$ cat src/rtl/lcd_ctrl.sv
// lcd_ctrl: sequencer in front of the 4-bit character-LCD nibble sender.
// Runs the power-on nibble initialisation directly on the pins, then pushes the
// configuration bytes through the sender and finally serves a valid/ready
// write port for user commands and characters.
// Optional feature macro: LCD_CTRL_AUTOWRAP_EN (automatic line wrap after 16 characters).
module lcd_ctrl #(
    parameter int T_PWR   = 750000,
    parameter int T_4MS   = 205000,
    parameter int T_100US = 5000,
    parameter int T_40US  = 2000,
    parameter int T_CLR   = 82000
) (
    input  logic       clk,
    input  logic       reset,
    input  logic       wr_valid,
    input  logic       wr_rs,
    input  logic [7:0] wr_data,
    output logic       wr_ready,
    output logic       init_done,
    output logic       send_init,
    output logic [7:0] send_data,
    input  logic       send_done,
    input  logic       send_lcd_e,
    input  logic [7:0] send_lcd_db,
    output logic       lcd_e,
    output logic [7:0] lcd_db,
    output logic       lcd_rs,
    output logic       lcd_rw
);

    typedef enum logic [3:0] {
        S_PWR_WAIT   = 4'd0,
        S_INIT_SETUP = 4'd1,
        S_INIT_HOLD  = 4'd2,
        S_INIT_GAP   = 4'd3,
        S_CFG_SEND   = 4'd4,
        S_CFG_WAIT   = 4'd5,
        S_CFG_CLR    = 4'd6,
        S_READY      = 4'd7,
        S_USR_SEND   = 4'd8,
        S_USR_WAIT   = 4'd9,
        S_USR_CLR    = 4'd10,
        S_WRAP_SEND  = 4'd11,
        S_WRAP_WAIT  = 4'd12
    } state_t;

    // Terminal timer values: a wait of N cycles ends when the timer reads N-1.
    localparam logic [19:0] C_PWR_LAST   = 20'(T_PWR - 1);
    localparam logic [19:0] C_4MS_LAST   = 20'(T_4MS - 1);
    localparam logic [19:0] C_100US_LAST = 20'(T_100US - 1);
    localparam logic [19:0] C_40US_LAST  = 20'(T_40US - 1);
    localparam logic [19:0] C_CLR_LAST   = 20'(T_CLR - 1);
    localparam logic [19:0] C_SETUP_LAST = 20'd1;
    localparam logic [19:0] C_HOLD_LAST  = 20'd11;

    state_t      r_state;
    logic [19:0] r_timer;
    logic [1:0]  r_step;       // init nibble index, then configuration byte index
    logic        r_rs;         // latched register select of the user write
    logic        r_wr_ready;
    logic        r_init_done;
    logic        r_send_init;
    logic [7:0]  r_send_data;  // doubles as the latched user byte
    logic        r_pin_own;    // 1: controller drives the pins, 0: sender pass-through
    logic        r_pin_e;
    logic [7:0]  r_pin_db;
    logic        r_lcd_rs;
`ifdef LCD_CTRL_AUTOWRAP_EN
    logic        r_line;
    logic [4:0]  r_col;
`endif

    // Nibble placed on the upper data pins for each init step.
    function automatic logic [3:0] init_nib(input logic [1:0] step);
        case (step)
            2'd3:    init_nib = 4'h2;
            default: init_nib = 4'h3;
        endcase
    endfunction

    // Gap length following each init nibble.
    function automatic logic [19:0] gap_last(input logic [1:0] step);
        case (step)
            2'd0:    gap_last = C_4MS_LAST;
            2'd1:    gap_last = C_100US_LAST;
            default: gap_last = C_40US_LAST;
        endcase
    endfunction

    // Configuration bytes: 4-bit 2-line mode, entry mode, display on, clear.
    function automatic logic [7:0] cfg_byte(input logic [1:0] k);
        case (k)
            2'd0:    cfg_byte = 8'h28;
            2'd1:    cfg_byte = 8'h06;
            2'd2:    cfg_byte = 8'h0C;
            default: cfg_byte = 8'h01;
        endcase
    endfunction

    // Main sequencer: state, shared timer and all registered outputs.
    always_ff @(posedge clk) begin
        if (!reset) begin
            r_state     <= S_PWR_WAIT;
            r_timer     <= 20'd0;
            r_step      <= 2'd0;
            r_rs        <= 1'b0;
            r_wr_ready  <= 1'b0;
            r_init_done <= 1'b0;
            r_send_init <= 1'b0;
            r_send_data <= 8'h00;
            r_pin_own   <= 1'b1;
            r_pin_e     <= 1'b0;
            r_pin_db    <= 8'h00;
            r_lcd_rs    <= 1'b0;
`ifdef LCD_CTRL_AUTOWRAP_EN
            r_line      <= 1'b0;
            r_col       <= 5'd0;
`endif
        end else begin
            r_timer     <= r_timer + 20'd1;
            r_send_init <= 1'b0;
            case (r_state)
                S_PWR_WAIT: begin
                    if (r_timer == C_PWR_LAST) begin
                        r_state  <= S_INIT_SETUP;
                        r_timer  <= 20'd0;
                        r_pin_db <= {init_nib(r_step), 4'hF};
                    end
                end
                S_INIT_SETUP: begin
                    if (r_timer == C_SETUP_LAST) begin
                        r_state <= S_INIT_HOLD;
                        r_timer <= 20'd0;
                        r_pin_e <= 1'b1;
                    end
                end
                S_INIT_HOLD: begin
                    if (r_timer == C_HOLD_LAST) begin
                        r_state  <= S_INIT_GAP;
                        r_timer  <= 20'd0;
                        r_pin_e  <= 1'b0;
                        r_pin_db <= 8'h00;
                    end
                end
                S_INIT_GAP: begin
                    if (r_timer == gap_last(r_step)) begin
                        r_timer <= 20'd0;
                        if (r_step == 2'd3) begin
                            // Hand the pins over to the sender for the configuration bytes.
                            r_state     <= S_CFG_SEND;
                            r_step      <= 2'd0;
                            r_pin_own   <= 1'b0;
                            r_send_init <= 1'b1;
                            r_send_data <= cfg_byte(2'd0);
                        end else begin
                            r_state  <= S_INIT_SETUP;
                            r_step   <= r_step + 2'd1;
                            r_pin_db <= {init_nib(r_step + 2'd1), 4'hF};
                        end
                    end
                end
                S_CFG_SEND: begin
                    r_state <= S_CFG_WAIT;
                    r_timer <= 20'd0;
                end
                S_CFG_WAIT: begin
                    if (send_done) begin
                        r_timer <= 20'd0;
                        if (r_step == 2'd3) begin
                            r_state <= S_CFG_CLR;
                        end else begin
                            r_state     <= S_CFG_SEND;
                            r_step      <= r_step + 2'd1;
                            r_send_init <= 1'b1;
                            r_send_data <= cfg_byte(r_step + 2'd1);
                        end
                    end
                end
                S_CFG_CLR: begin
                    if (r_timer == C_CLR_LAST) begin
                        r_state     <= S_READY;
                        r_timer     <= 20'd0;
                        r_init_done <= 1'b1;
                        r_wr_ready  <= 1'b1;
                    end
                end
                S_READY: begin
                    if (wr_valid && r_wr_ready) begin
                        r_state     <= S_USR_SEND;
                        r_timer     <= 20'd0;
                        r_wr_ready  <= 1'b0;
                        r_rs        <= wr_rs;
                        r_lcd_rs    <= wr_rs;
                        r_send_data <= wr_data;
                        r_send_init <= 1'b1;
`ifdef LCD_CTRL_AUTOWRAP_EN
                        if (!wr_rs) begin
                            r_col <= 5'd0;
                        end
`endif
                    end
                end
                S_USR_SEND: begin
                    r_state <= S_USR_WAIT;
                    r_timer <= 20'd0;
                end
                S_USR_WAIT: begin
                    if (send_done) begin
                        r_timer <= 20'd0;
                        if (!r_rs && ((r_send_data == 8'h01) || (r_send_data == 8'h02))) begin
                            // Clear and home need extra settling time on the LCD.
                            r_state <= S_USR_CLR;
`ifdef LCD_CTRL_AUTOWRAP_EN
                        end else if (r_rs && (r_col == 5'd15)) begin
                            // This character filled the line: move the cursor to the other line.
                            r_state     <= S_WRAP_SEND;
                            r_lcd_rs    <= 1'b0;
                            r_send_init <= 1'b1;
                            r_send_data <= r_line ? 8'h80 : 8'hC0;
`endif
                        end else begin
                            r_state    <= S_READY;
                            r_wr_ready <= 1'b1;
                            r_lcd_rs   <= 1'b0;
`ifdef LCD_CTRL_AUTOWRAP_EN
                            if (r_rs) begin
                                r_col <= r_col + 5'd1;
                            end
`endif
                        end
                    end
                end
                S_USR_CLR: begin
                    if (r_timer == C_CLR_LAST) begin
                        r_state    <= S_READY;
                        r_timer    <= 20'd0;
                        r_wr_ready <= 1'b1;
                        r_lcd_rs   <= 1'b0;
                    end
                end
`ifdef LCD_CTRL_AUTOWRAP_EN
                S_WRAP_SEND: begin
                    r_state <= S_WRAP_WAIT;
                    r_timer <= 20'd0;
                end
                S_WRAP_WAIT: begin
                    if (send_done) begin
                        r_state    <= S_READY;
                        r_timer    <= 20'd0;
                        r_wr_ready <= 1'b1;
                        r_line     <= ~r_line;
                        r_col      <= 5'd0;
                    end
                end
`endif
                default: begin
                    r_state    <= S_PWR_WAIT;
                    r_timer    <= 20'd0;
                    r_step     <= 2'd0;
                    r_wr_ready <= 1'b0;
                    r_pin_own  <= 1'b1;
                    r_pin_e    <= 1'b0;
                    r_pin_db   <= 8'h00;
                    r_lcd_rs   <= 1'b0;
                end
            endcase
        end
    end

    assign wr_ready  = r_wr_ready;
    assign init_done = r_init_done;
    assign send_init = r_send_init;
    assign send_data = r_send_data;
    assign lcd_e     = r_pin_own ? r_pin_e : send_lcd_e;
    assign lcd_db    = r_pin_own ? r_pin_db : send_lcd_db;
    assign lcd_rs    = r_lcd_rs;
    assign lcd_rw    = 1'b0;

endmodule

$ cat config.mk
export PLATFORM = sky130hd
export DESIGN_NAME = lcd_ctrl
export DESIGN_NICKNAME = d
export VERILOG_FILES = /design/src/rtl/lcd_ctrl.sv
export SDC_FILE = /design/constraint.sdc
export NUM_CORES = 1
export LEC_CHECK = 0
export ABC_AREA = 0
export CORE_ASPECT_RATIO = 0.9
export CORE_UTILIZATION = 50
export DETAILED_ROUTE_END_ITERATION = 10
export PLACE_DENSITY = 0.75
export SETUP_SLACK_MARGIN = 0.4
export SLEW_MARGIN = 20
export SYNTH_ARGS = -nofsm -noshare
export SYNTH_HDL_FRONTEND = slang
export SYNTH_SLANG_ARGS = --single-unit
export TNS_END_PERCENT = 100
$ cat constraint.sdc
create_clock -name clk -period 4.7 [get_ports clk]
set_input_delay 0.94 -clock clk [delete_from_list [all_inputs] [get_ports clk]]
set_output_delay 0.94 -clock clk [all_outputs]
set_load 0.1 [all_outputs]
==> impl_metrics.ini, run 1 <==
[clock_network]
cts_num_sinks = 43
cts.repair.resized = 0
number_of_buffers_inserted_during_clock_tree_synthesis = 5
clk_pin_slew_ns = 0.09
cts_root_buffer = clkbuf_8
cts_tree = built
cts.hold.buffers_added = 0
clkLatencyLatePin_ns = 0.31
clock_tree.htree_level_count = 2
clock_tree_buf_depth = 2
cts.repair_timing.setup_buffer_count = 0

[synth]
ys_types = 62
yosysSeqAreaShare_pct = 30.3
synth.ff_latch_count = 43
postSynth.asyncResetShare_pct = 0
synth_top_cell_area_share_pct = 30.3
syn-instance-count = 359
synthesis.yosys.warnings = 0
net_count_of_the_mapped_netlist = 391
netlist_area_mm2 = 0.00284
synthDominantAreaCellType = dfxtp_1
yosys-top-cells-area = dfxtp_1 30%, nand2_1 4.6%, xor2_1 4.6%
synth-edff-count = 0
synth_ff_type = dfxtp_1
post_synth.cell_area_avg_um2 = 7.91

[power_and_ir_drop]
proportion_of_power_drawn_by_the_clock_network_pct = 45.9
p_sw_w = 0.000155
powerDensity_mw_per_mm2 = 226
power.combinational.fraction_pct = 5.1
leakagePower_nw = 1.17
vdd_ir_drop_max_mv = 0.212
internal_power_w = 0.000598
power.switching_fraction_pct = 20.6
seqPwrFrac_pct = 49.0
post_route_total_power_w = 0.000753

[grt]
track_usage_pct = 24.7
gr-total-overflow = 0
grt_pass1_wl_um = 11400
via_count_of_the_first_global_routing_pass = 2381
grt_max_degree = 26
antenna_violations_before_repair = 0

[finish]
drive_gt1_share_pct = 7.29
multi_input_gate_area_in_the_final_layout_mm2 = 0.00178
layoutNonFillerInstCount = 451
seq_area_um2 = 861
fillers = 481
syn2layout_area_growth_pct = 17.2
antennaDiodeCount = 0
finalInstanceArea_mm2 = 0.00333
design.final.nets = 415

[worst_setup_path]
cp.required_ns = 4.86
startpoint_to_endpoint_class_of_the_critical_path = flop to flop
cp_data_arrival_time_ns = 3.43
worst_setup_path_end_kind = flop
crit_path_cell_trace = inv_1 > ha_1 > nor4b_1 > a311oi_1 > or4_4 > a21o_1 > o31ai_4 > nor2_1
cp-start-kind = flop
critical-path-slowest-cell = o31ai_4
largest_stage_delay_worst_path_ns = 0.73
crit_fanout = 20

[timing]
finalHoldViolations = 0
layout_worst_path_cycle_share_pct = 69.6
finalSetupViolations = 0
postLayoutSetupSlackWorst_ns = 1.43
setup-tns-final_ns = 0
rsz0062_at_grt = no
report.final.slew_viol_count = 0
worst_slew_margin_rel_pct = 34.5
max_slew.worst_pin.slew_ns = 0.979
min_period_ns = 3.27
timing.fmax_mhz = 306
skew_ns = 0.00691

[placement]
place_area_mm2 = 0.00319
portBuffers = 42
routabilityCongestion = 0.901
hpwlAfterDp_um = 5020
place.detailed.instances = 443
preCtsSetupSlack_ns = 1.41

[die]
pin_count = 44
initial_utilization_pct = 53.1
core_area_mm2 = 0.00535
die_area_mm2 = 0.00598
die_width_um = 81.4
rows = 25
floorplan.die.height_um = 73.5

[hold_path]
timing.hold.worst.class = flop to flop

[detailed_routing]
drt-wirelength-per-cell_um = 15.1
detail-route-antenna-nets = 0
first_iter_violations = 287
via_density_per_instance = 6.03
postRouteWirelength_um = 6820
num_vias = 2721
remaining_drc_errors = 0
detail_route.first_pass.iterations = 5

[job]
max-cap-violations = 0

[outcome]
run_status = finished clean
==> logic make-up (layout without fill, tap and decap cells) <==
group | after synthesis | after routing | share of synthesized area (%)
other cells | 1 | 1 | 0.132
xor+xnor | 24 | 24 | 7.40
mux | 12 | 12 | 4.32
buf+inv | 43 | 68 | 7.05
flops | 43 | 43 | 30.3
compound gates | 75 | 75 | 17.6
fa+ha+maj | 10 | 10 | 4.41
simple gates | 151 | 151 | 28.8
==> metrics by stage <==
| stage | utilization [%] | hold WS [ns] |
|---|---|---|
| after global routing | 62.2 | 0.498 |
| after global placement | 59.7 | 0.452 |
| final | 62.2 | 0.472 |
| after CTS | 62.2 | 0.475 |
| after floorplan | - | 0.431 |
| after detailed placement | 59.7 | 0.462 |
==> cell usage after synthesis (all sizes together) (9+ instances only) <==
cell type	n
dfxtp	43
nand2	35
nor2	34
a21oi	20
nand3	17
inv	16
o21ai	16
buf	15
xor2	15
clkbuf	11
ha	10
mux2i	10
nor4	10
nor3	9
xnor2	9
==> flip-flops by register name, indices dropped and copies added (netlist names) <==
register	count
r_pin_own	1
r_state	4
r_step	2
send_data	8
r_timer	20
wr_ready	1
r_pin_db	2
r_pin_e	1
init_done	1
send_init	1
lcd_rs	1
r_rs	1
==> final cells by class <==
type | count | area share [%]
multi-input combinational | 273 | 53.4
sequential | 43 | 25.9
timing repair buffer | 43 | 12.2
tap | 67 | 2.52
clock buffer | 5 | 2.07
clock inverter | 3 | 2.03
inverter | 17 | 1.92
==> layer usage <==
metal	global-route usage (%)	routed length [um]	share of wire [%]
met1	34.6	3210	47
met2	36.5	2910	43
met3	5.34	583	8.5
met4	10.1	115	1.7
met5	0	0	0
==> power groups by stage <==
| stage | registers [W] | logic [W] | clock network (W) |
|---|---|---|---|
| 2_1_floorplan | 0.000377 | 0.0000188 | 0 |
| 3_3_place_gp | 0.000378 | 0.0000376 | 0 |
| 3_5_place_dp | 0.000378 | 0.0000387 | 0 |
| 4_1_cts | 0.000369 | 0.0000388 | 0.000355 |
| 5_1_grt | 0.000370 | 0.0000411 | 0.000366 |
| 6_report | 0.000369 | 0.0000384 | 0.000346 |
==> worst max-delay path: cells and delay by family, from the launching register on <==
kind,cells,cell delay [ns]
buffers and inverters,1,0.17
adders and majority gates,1,0.30
and+or+nand+nor,3,1.05
AOI/OAI and AO/OA,3,1.10
DFF,1,0.49
==> final timing paths <==
kind / slack [ns] / endpoint / from / depth (start not counted)
worst max register to register: 1.43 / r_timer[17] / r_step[0] / 8
worst min register to register: 0.47 / r_rs / r_rs / 2
worst max-delay path: 1.43 / r_timer[17] / r_step[0] / 8
worst min-delay path: 0.47 / r_rs / r_rs / 2
==> cells in the final DEF, fill, tap and decap left out, drive strengths merged, types with 5 or more instances in the layout <==
master / count
mux2i: 10
clkdlybuf4s50: 33
nor2: 34
or3: 5
nand3: 17
ha: 10
a21oi: 20
xor2: 15
a31oi: 7
nand4: 7
and4: 5
nor4: 10
nand2: 35
inv: 16
clkbuf: 5
buf: 10
o21ai: 16
nor2b: 7
xnor2: 9
nor3: 9
dfxtp: 43
(Power assumes the default switching activity.)
==> inputs of run 2 (changes only) <==
==> constraint.sdc (replaced) <==
create_clock -name clk -period 3.32 [get_ports clk]
set_input_delay 0.664 -clock clk [delete_from_list [all_inputs] [get_ports clk]]
set_output_delay 0.664 -clock clk [all_outputs]
set_load 0.1 [all_outputs]
==> run 2 against run 1 <==
  * Highest routed layer unchanged
  * Design area up 0.41%
  * Routed wire length up 0.81%
  * Largest power group unchanged
  * Critical path depth is 1 higher
  * Clock skew up 0.0035 ns
  * First-iteration DRC count down 16%
  * Sequential power increased by 42%
==> impl_metrics.ini, run 2 (synthesis results as in run 1) <==
[outcome]
run_status = finished clean

[finish]
drive_gt1_share_pct = 12.2
largest_reg_flops = 20
fillers = 469
layout_common_cells = 42 x dfxtp_1, 35 x nand2_1, 34 x nor2_1
syn2layout_area_growth_pct = 17.7
largest_register = r_timer
layout.core_utilization_pct = 62.5
layout_commonest_cell = dfxtp_1
layoutNonFillerInstCount = 459
design.final.nets = 424
antennaDiodeCount = 0

[die]
die_area_mm2 = 0.00598
die_width_um = 81.4
rows = 25
core_area_mm2 = 0.00535
initial_utilization_pct = 53.1
floorplan.die.height_um = 73.5
pin_count = 44

[clock_network]
cts.repair_timing.setup_buffer_count = 0
clk_pin_slew_ns = 0.08
clkLatencyLatePin_ns = 0.30
number_of_buffers_inserted_during_clock_tree_synthesis = 5
cts_tree = built
clock_tree.htree_level_count = 2
cts_num_sinks = 43
clock_tree_buf_depth = 2
cts.hold.buffers_added = 0
cts_root_buffer = clkbuf_8

[worst_setup_path]
cp-start-kind = flop
worst_setup_path_end_kind = flop
crit_fanout = 20
cp.required_ns = 3.51
cp_data_arrival_time_ns = 2.94
startpoint_to_endpoint_class_of_the_critical_path = flop to flop

[job]
max-cap-violations = 0

[detailed_routing]
detail_route.first_pass.iterations = 6
via_density_per_instance = 5.95
detail-route-antenna-nets = 0
postRouteWirelength_um = 6880
drt-wirelength-per-cell_um = 15.0
remaining_drc_errors = 0
num_vias = 2729
first_iter_violations = 242

[timing]
max_slew.worst_pin.slew_ns = 0.963
skew_ns = 0.0104
report.final.slew_viol_count = 0
finalSetupViolations = 0
min_period_ns = 2.75
postLayoutSetupSlackWorst_ns = 0.569
hold_slack_ns = 0.456
worst_slew_margin_rel_pct = 35.6
timing.fmax_mhz = 363
layout_worst_path_cycle_share_pct = 82.9
finalHoldViolations = 0
setup-tns-final_ns = 0
rsz0062_at_grt = no

[grt]
antenna_violations_before_repair = 0
grt_max_degree = 25
grt_pass1_wl_um = 10700
via_count_of_the_first_global_routing_pass = 2303
gr-total-overflow = 0
track_usage_pct = 23.6

[power_and_ir_drop]
vdd_ir_drop_max_mv = 0.209
powerDensity_mw_per_mm2 = 293
leakagePower_nw = 1.22

[placement]
preCtsSetupSlack_ns = 0.400
routabilityCongestion = 0.898
portBuffers = 42
hpwlAfterDp_um = 5080
place.detailed.instances = 452

[hold_path]
timing.hold.worst.class = flop to flop
run 2: cell count changes in the layout (fill, tap and decap cells not counted):
cell             change
clkinvlp_4           -1
clkbuf_1             +1
o21ai_1              +5
bufinv_16            -1
dfxtp_1              -1
buf_4               +20
clkdlybuf4s50_1     -11
nor4_2               +1
dfxtp_2              +1
o21ai_0              -5
nor4_1               -1
run 2: layout make-up:
| type | instances | area (um2) | area share [%] |
|---|---|---|---|
| clock inverter | 1 | 30.0 | 0.899 |
| inverter | 17 | 63.8 | 1.91 |
| timing repair buffer | 52 | 445 | 13.3 |
| tap | 67 | 83.8 | 2.51 |
| multi-input combinational | 273 | 1780 | 53.4 |
| sequential | 43 | 862 | 25.8 |
| clock buffer | 6 | 72.6 | 2.17 |
run 2: final timing paths:
check	slack, ns	depth (start not counted)	start	to
worst min register to register	0.46	2	r_pin_db[3]	r_pin_db[3]
worst max register to register	0.57	9	r_step[1]	r_timer[10]
worst min-delay path	0.46	2	r_pin_db[3]	r_pin_db[3]
worst max-delay path	0.57	9	r_step[1]	r_timer[10]
run 2: power breakdown:
part | internal [W] | switching, W | total, W | leakage, nW
Sequential | 0.000518 | 0.00000417 | 0.000523 | 0.347
Clock | 0.000221 | 0.000179 | 0.000400 | 0.0513
Combinational | 0.0000312 | 0.0000258 | 0.0000570 | 0.823
Total | 0.000770 | 0.000209 | 0.000979 | 1.22
run 2: metal layers:
layer / part of all wire, % / up-vias / GRT usage (%)
li1: - / 1359 / -
met1: 47 / 1244 / 33.4
met2: 44 / 112 / 34.2
met3: 7.6 / 14 / 5.22
met4: 1.9 / 0 / 10.1
met5: 0 / - / 0
run 2: metrics by stage:
step | power, W | instance area (um2)
after floorplan | 0.000560 | 2840
after global placement | 0.000591 | 3230
after detailed placement | 0.000592 | 3230
after CTS | 0.000987 | 3340
after global routing | 0.00101 | 3340
final | 0.000979 | 3340
run 2: critical path, stage by stage (launching register included):
cell and delay, ns:
dfxtp_1 0.43, inv_1 0.14, ha_1 0.27, nor4b_1 0.30
a311oi_1 0.09, or4_4 0.56, a21o_1 0.27, o31ai_4 0.24
buf_4 0.26, nor2_1 0.08
run 2: what timing repair did:
action | 4_1_cts | 5_1_grt
gates cloned | 0 | 0
pin swaps | 0 | 0
resized for setup | 1 | 1
setup endpoints to repair | 1 | 26
